`config.mk`:
```
export PLATFORM = sky130hd
export DESIGN_NAME = arbitre_ecriture
export DESIGN_NICKNAME = d
export VERILOG_FILES = /design/src/rtl/arbitre_ecriture.sv
export SDC_FILE = /design/constraint.sdc
export NUM_CORES = 1
export LEC_CHECK = 0
export ABC_AREA = 1
export CAP_MARGIN = 20
export CORE_MARGIN = 2
export CORE_UTILIZATION = 42
export CTS_BUF_LIST = sky130_fd_sc_hd__clkbuf_4 sky130_fd_sc_hd__clkbuf_8
export DETAILED_ROUTE_END_ITERATION = 8
export HOLD_SLACK_MARGIN = 0.06
export PLACE_DENSITY = 0.81
export SETUP_SLACK_MARGIN = 0.2
export SYNTH_ARGS = -nofsm -noshare
export SYNTH_HDL_FRONTEND = slang
export SYNTH_SLANG_ARGS = --single-unit
```
`constraint.sdc`:
```
create_clock -name CLK -period 1.15 [get_ports CLK]
set_input_delay 0.23 -clock CLK [delete_from_list [all_inputs] [get_ports CLK]]
set_output_delay 0.23 -clock CLK [all_outputs]
set_load 0.02 [all_outputs]
```
`src/rtl/arbitre_ecriture.sv`:
```
// arbitre_ecriture: write-port owner for the register bank.
// Zero-fills every register after reset, then arbitrates writes between the
// pipeline writeback port (P, priority) and the load/debug port (L).
// Optional macro ARB_STARVE_GUARD_EN: bounds how long L can be held off by P.
module arbitre_ecriture #(
  parameter int unsigned ADDR_W       = 4,
  parameter int unsigned DATA_W       = 8,
  parameter int unsigned STARVE_LIMIT = 4
) (
  input  logic              CLK,
  input  logic              RST,
  input  logic              p_valid,
  input  logic [ADDR_W-1:0] p_addr,
  input  logic [DATA_W-1:0] p_data,
  output logic              p_ready,
  input  logic              l_valid,
  input  logic [ADDR_W-1:0] l_addr,
  input  logic [DATA_W-1:0] l_data,
  output logic              l_ready,
  output logic [ADDR_W-1:0] aW,
  output logic              W,
  output logic [DATA_W-1:0] DATA,
  output logic              busy
);

  typedef enum logic {
    INIT = 1'b0,
    RUN  = 1'b1
  } state_t;

  state_t            state;
  logic [ADDR_W-1:0] init_ptr;
  logic              p_xfer;
  logic              l_xfer;

`ifdef ARB_STARVE_GUARD_EN
  localparam int unsigned CNT_W = $clog2(STARVE_LIMIT + 1);

  logic [CNT_W-1:0] starve_cnt;
  logic             guard_hit;

  assign guard_hit = (starve_cnt == CNT_W'(STARVE_LIMIT));
`endif

  // Grant decode: depends on valids and state only, never on addr/data.
  always_comb begin
    p_ready = 1'b0;
    l_ready = 1'b0;
    if (state == RUN) begin
`ifdef ARB_STARVE_GUARD_EN
      if (guard_hit) begin
        l_ready = l_valid;
      end else begin
        p_ready = p_valid;
        l_ready = l_valid && !p_valid;
      end
`else
      p_ready = p_valid;
      l_ready = l_valid && !p_valid;
`endif
    end
  end

  assign p_xfer = p_valid && p_ready;
  assign l_xfer = l_valid && l_ready;

`ifdef ARB_STARVE_GUARD_EN
  // Counts P wins while L is waiting; saturates at the limit, cleared when L is served or idle.
  always_ff @(posedge CLK or negedge RST) begin
    if (!RST) begin
      starve_cnt <= '0;
    end else if (state == RUN) begin
      if (l_xfer || !l_valid) begin
        starve_cnt <= '0;
      end else if (p_xfer && !guard_hit) begin
        starve_cnt <= starve_cnt + CNT_W'(1);
      end
    end
  end
`endif

  // Init/run sequencer with registered bank write port.
  always_ff @(posedge CLK or negedge RST) begin
    if (!RST) begin
      state    <= INIT;
      init_ptr <= '0;
      aW       <= '0;
      W        <= 1'b0;
      DATA     <= '0;
      busy     <= 1'b1;
    end else if (state == INIT) begin
      aW       <= init_ptr;
      W        <= 1'b1;
      DATA     <= '0;
      init_ptr <= init_ptr + ADDR_W'(1);
      if (init_ptr == '1) begin
        state <= RUN;
        busy  <= 1'b0;
      end
    end else begin
      if (p_xfer) begin
        aW   <= p_addr;
        DATA <= p_data;
        W    <= 1'b1;
      end else if (l_xfer) begin
        aW   <= l_addr;
        DATA <= l_data;
        W    <= 1'b1;
      end else begin
        W <= 1'b0;
      end
    end
  end

endmodule

```
==> reports/metrics.cfg, run 1 <==
[global_route]
grt_first_pass_wirelength_mm = 4.16
grt_pass1_vias = 959
met2_usage_pct = 39.9
busiest_layer = met2
grt_max_degree = 13
met1_usage_pct = 23.6
grt_usage_pct = 21.1
antenna_found_initial = 0
grt_overflow = 0
met3_usage_pct = 3.74

[logic_synthesis]
synth_compound_area_share_pct = 1.82
syn_area_per_cell_um2 = 7.51
synth_common_cells = 73 x nand2_1, 18 x dfrtp_1, 12 x nand3_1
async_reset_ff_share_pct = 100
synth_seq_cells = 19
yosys.area_share.simple_pct = 39.2
ys_seq_area_share_pct = 49.6
synthMuxAreaShare_pct = 0
synth_cell_types = 17
ys.flop_type = dfrtp_1
synth.area.top_cells = dfrtp_1 47%, nand2_1 29%, nand3_1 6.3%, dfstp_2 2.7%, inv_1 2.3%
synth_fa_ha_area_share_pct = 1.30
synthXorXnorAreaFrac_pct = 1.82
synth_edf_count = 0
yosysWarnings = 0
synth_top_area_share_pct = 46.9
synth_most_common_cell = nand2_1
syn_nets = 157
synth_top_cell_by_area = dfrtp_1
netlist_instances = 128
synth_top_family_by_area = simple AND/OR/NAND/NOR gates
synth_area_um2 = 961

[sta]
whs_ps = 169
setup_viol = 17
rsz0062_at_grt = yes
finalCriticalPeriod_ps = 1380
fin_skew_ps = 1.28
worst_pin_slew_ps = 317
fmax_mhz = 722
slew_headroom_pct = 78.8
hold_viol = 0
fin_ws_ps = -235
period_share_pct = 120
final_max_slew_viol_count = 0

[detailed_routing]
ant_nets = 0
drc = 0
via_per_inst = 4.77
initialDrtViolationCount = 22
vias = 1068
wirelength_mm = 3.03
post_drt_wl_per_cell_um = 13.5
first_pass_iters = 4

[placement]
gp_congestion = 0.871
port-buffer-count = 43
place_inst = 208
dp_hpwl_mm = 1.91
pre_cts_slack_ps = -737

[pwr]
p_leak_nw = 0.970
ir_worst_vdd_mv = 0.708
pwr_density_cell_mw_per_mm2 = 890
power_mw = 1.58

[critical_path]
cpMostUsedCell = inv_2
crit_required_ps = 920
worstRegToRegCells = 9
critPathArrivalTime_ps = 1150
crit_family = flip-flops
critPathMaxFanout = 3
path_cells = inv_2, nor2_8, inv_2, nor2_4, buf_6
worst_setup_path_start_kind = flip-flop
cp_slowest_stage_delay_ps = 420
path_buf_inv = 3
critPathKind = reg -> out
crit_cells = 5
cp_slowest_cell = dfrtp_1
endpoint_kind = output pin

[clocking]
cts_sinks = 19
clock_latency_ps = 300
root_buffer = clkbuf_4
cts_buffers = 3
tritoncts = yes
clock_path_buffers = 2
path_clk_slew_ps = 110
postCtsHoldBufs = 0
h-tree-depth = 1

[floorplan]
die_h_um = 51.8
initial_utilization_pct = 43.9
pin_count = 44
die_w_um = 51.8
core_mm2 = 0.00219
row_count = 17
die-area_mm2 = 0.00269

[cells_and_area]
multiInputGateArea_um2 = 531
num_antenna_cells = 0
fill_cells = 139
syn_to_final_growth_pct = 85.3
register_area_um2 = 478
final_cells = 224
layout-drive-gt1-share_pct = 38.3
nNetsFinal = 226

[job]
maxCapViolations = 0

[outcome]
status = finished, violations left
violations = setup timing

[worst_hold_path]
hp-class = in -> async

-- layout by cell type, fill, tap and decap left out, types with 2 or more instances in the layout --
cell	n
nand2_4	4
inv_1	5
clkdlybuf4s50_1	26
nand2_1	61
inv_2	2
buf_6	21
buf_4	19
dfrtp_1	17
clkbuf_4	3
nand3_2	4
nand2_2	8
nand3_1	8
-- through the flow --
stage	TNS [ps]	utilization, %	instance area (um^2)
after floorplan	0	-	976
after global placement	-6130	69.0	1510
after detailed placement	-6640	69.0	1510
after CTS	-489	75.1	1650
after global routing	-2230	81.3	1780
final	-1330	81.3	1780
-- routing by layer --
metal / part of all wire (%) / up-vias
met3: 6.1 / 2
met5: 0 / -
met2: 53 / 40
met1: 40 / 498
met4: 0.33 / 0
li1: - / 528
-- cell type report --
class,count,share of cell area [%]
clock buffers,3,1.26
clock inverters,1,0.281
inverters,9,2.32
multi-input cells,96,29.8
flip-flops and latches,19,26.8
well taps,28,1.97
repair buffers,68,37.5
-- where the power goes --
part / leakage (nW) / total, mW / switching, mW / internal, mW
clock: 0.0177 / 0.339 / 0.210 / 0.130
sequential: 0.230 / 0.745 / 0.0326 / 0.713
combinational: 0.722 / 0.500 / 0.222 / 0.278
-- flip-flops by register name, indices dropped and copies added, names as in the netlist --
signal,count
DATA,8
W,1
aW,4
busy,1
init_ptr,4
state,1
-- what timing repair did --
| action | 4_1_cts | 5_1_grt |
|---|---|---|
| setup buffers | 7 | 5 |
| pin swaps | 2 | 8 |
| setup endpoints to repair | 32 | 35 |
| gates resized for setup | 110 | 26 |
| cloned | 0 | 0 |
-- logic make-up after synthesis --
logic type | after synthesis
AO/OA/AOI/OAI | 3
XOR/XNOR | 2
adder cells (fa/ha/maj) | 1
buffers and inverters | 13
flip-flops | 19
AND/OR/NAND/NOR | 90
-- final timing paths --
path	startpoint	to	slack, ps
setup / recovery	state	l_ready	-230
hold / removal	RST	DATA[1]	170
setup reg to reg	state	init_ptr[3]	-180
hold reg to reg	aW[3]	aW[3]	510
max in group asynchronous	RST	DATA[2]	560
min in group CLK	aW[3]	aW[3]	510
(Power assumes the default switching activity.)
==> run 2, diff against run 1 <==
==> constraint.sdc (replaced) <==
create_clock -name CLK -period 1.15 [get_ports CLK]
set_input_delay 0.23 -clock CLK [delete_from_list [all_inputs] [get_ports CLK]]
set_output_delay 0.23 -clock CLK [all_outputs]
set_load 0.1 [all_outputs]
==> run 2 against run 1 <==
  * The flow still finishes with violations (setup timing)
  * Global-route usage rose by 5.2 points
  * Sequential share of layout area fell by 0.98 points
  * Critical path depth fell by 1
  * Register-to-register slack got worse by 100 ps
  * Combinational power rose by 80%
  * Via count rose by 6.7%
  * Sequential cell count did not move
  * Die area did not move
  * Final cell count fell by 0.45%
  * Power rose by 30%
  * Count of clock-buffer cells in the layout rose by 1
  * Critical path type unchanged
  * Largest cell class unchanged
==> reports/metrics.cfg, run 2 (same netlist as run 1, synthesis figures left out) <==
[critical_path]
crit_family = flip-flops  ; unchanged
cp_slowest_cell = dfrtp_1  ; unchanged
worst_setup_path_start_kind = flip-flop  ; unchanged
critPathKind = reg -> out  ; unchanged
path_cells = buf_4, nand2_2, clkinv_4, buf_12  ; was inv_2, nor2_8, inv_2, nor2_4, buf_6
crit_required_ps = 920  ; about the same
critPathArrivalTime_ps = 1240  ; was 1150 ps
cp_slowest_stage_delay_ps = 420  ; about the same
critPathMaxFanout = 3  ; unchanged
path_buf_inv = 3  ; unchanged
endpoint_kind = output pin  ; unchanged

[clocking]
h-tree-depth = 1  ; unchanged
clock_latency_ps = 320  ; was 300 ps
postCtsHoldBufs = 0  ; unchanged
cts_buffers = 3  ; unchanged
tritoncts = yes  ; unchanged
root_buffer = clkbuf_4  ; unchanged
cts_sinks = 19  ; unchanged
clock_path_buffers = 2  ; unchanged
path_clk_slew_ps = 110  ; about the same

[detailed_routing]
ant_nets = 0  ; unchanged
drc = 0  ; unchanged
vias = 1140  ; was 1068
post_drt_wl_per_cell_um = 16.0  ; was 13.5 um
via_per_inst = 5.11  ; was 4.77
initialDrtViolationCount = 34  ; was 22
wirelength_mm = 3.56  ; was 3.03 mm
first_pass_iters = 5  ; was 4

[cells_and_area]
largestRegisters = DATA: 8 flops, aW: 4 flops, init_ptr: 4 flops  ; unchanged
largest_register_ffs = 8  ; unchanged
final_cell_mix = 58 x nand2_1, 26 x clkdlybuf4s50_1, 17 x buf_12  ; was 61 x nand2_1, 26 x clkdlybuf4s50_1, 21 x buf_6
num_antenna_cells = 0  ; unchanged
layout_commonest_cell = nand2_1  ; unchanged
layout-drive-gt1-share_pct = 43.6  ; was 38.3%
max_flop_register = DATA  ; unchanged
fill_cells = 102  ; was 139
nNetsFinal = 225  ; was 226
finish.instance_area_mm2 = 0.00192  ; was 0.00178 mm^2
final_cells = 223  ; was 224
syn_to_final_growth_pct = 99.9  ; was 85.3%

[sta]
finalCriticalPeriod_ps = 1470  ; was 1380 ps
slew_headroom_pct = 79.9  ; was 78.8%
period_share_pct = 127  ; was 120%
rsz0062_at_grt = yes  ; unchanged
final_max_slew_viol_count = 0  ; unchanged
hold_viol = 0  ; unchanged
whs_ps = 254  ; was 169 ps
fin_skew_ps = 5.96  ; was 1.28 ps
worst_pin_slew_ps = 302  ; was 317 ps
setup_viol = 31  ; was 17
fmax_mhz = 682  ; was 722 MHz
fin_ws_ps = -316  ; was -235 ps

[pwr]
p_leak_nw = 0.962  ; was 0.970 nW
ir_worst_vdd_mv = 1.07  ; was 0.708 mV
power_mw = 2.06  ; was 1.58 mW
pwr_density_cell_mw_per_mm2 = 1070  ; was 890 mW/mm^2

[job]
maxCapViolations = 0  ; unchanged

[floorplan]
row_count = 17  ; unchanged
pin_count = 44  ; unchanged
die_w_um = 51.8  ; unchanged
initial_utilization_pct = 43.9  ; unchanged
die_h_um = 51.8  ; unchanged
die-area_mm2 = 0.00269  ; unchanged
core_mm2 = 0.00219  ; unchanged

[global_route]
grt_overflow = 0  ; unchanged
grt_usage_pct = 26.3  ; was 21.1%
grt_max_degree = 20  ; was 13
grt_first_pass_wirelength_mm = 5.06  ; was 4.16 mm
grt_pass1_vias = 1178  ; was 959
antenna_found_initial = 0  ; unchanged

[worst_hold_path]
hp-class = in -> async  ; unchanged

[placement]
place_area_mm2 = 0.00170  ; was 0.00151 mm^2
pre_cts_slack_ps = -386  ; was -737 ps
port-buffer-count = 43  ; unchanged
gp_congestion = 0.819  ; was 0.871
dp_hpwl_mm = 2.06  ; was 1.91 mm
place_inst = 207  ; was 208

[outcome]
status = finished, violations left  ; unchanged
violations = setup timing  ; unchanged

-- run 2: cell count changes in the layout (fill, tap and decap cells not counted), moves of 3 or more --
cell     delta
nand2_1     -3
buf_6      -15
buf_4       -3
dfrtp_1    -12
dfrtp_2    +12
nand2_2     +4
buf_12     +16
-- run 2: final cells by class --
type                            count  area [um^2]  area share (%)
Timing Repair Buffer               67          812            42.3
Clock buffer                        4         30.0            1.56
Sequential cell                    19          497            25.9
Inverter                            9         43.8            2.28
Tap cell                           28         35.0            1.82
Multi-Input combinational cell     96          503            26.2
-- run 2: where the power goes --
group,internal [mW],total [mW],leakage [nW],switching [mW]
Clock,0.160,0.382,0.0184,0.223
Combinational,0.360,0.901,0.725,0.540
Sequential,0.721,0.774,0.218,0.0524
-- run 2: metal layers --
layer / vias to the layer above / track usage [%] / wire [um]
li1: 525 / - / -
met1: 527 / 28.6 / 1220
met2: 74 / 47.3 / 1930
met3: 14 / 5.17 / 252
met4: 0 / 14.5 / 155
met5: - / 0 / 0
-- run 2: what timing repair did --
item                                    in CTS  in global routing
setup buffers                                7                  5
gates resized for setup                     16                 20
endpoints found under the setup margin      32                 34
pin swaps                                    3                  6
-- run 2: path summary, 6_finish.rpt --
path | from | endpoint | slack, ps | cells after the start
min in group CLK | DATA[7] | DATA[7] | 540 | 2
max in group asynchronous | RST | busy | 680 | 2
worst min-delay path | RST | W | 250 | 2
worst max register to register | state | DATA[4] | -280 | 10
worst min register to register | DATA[7] | DATA[7] | 540 | 2
worst max-delay path | state | p_ready | -320 | 4
-- run 2: through the flow --
| stage | TNS (ps) | utilization [%] |
|---|---|---|
| floorplan | -226 | - |
| global placement | -4330 | 77.5 |
| detailed placement | -4810 | 77.5 |
| CTS | -2100 | 83.3 |
| global route | -5580 | 87.7 |
| finish | -4270 | 87.7 |
-- run 2: worst reg2reg max path, cell delays in order (launching register included) --
cell and delay [ps]:
dfrtp_1 420, inv_2 120, nor2_8 40, buf_4 140, buf_4 120, buf_6 120, buf_8 140, nand2_2 50
nand2_1 40, nand2_1 70, nand2_1 60
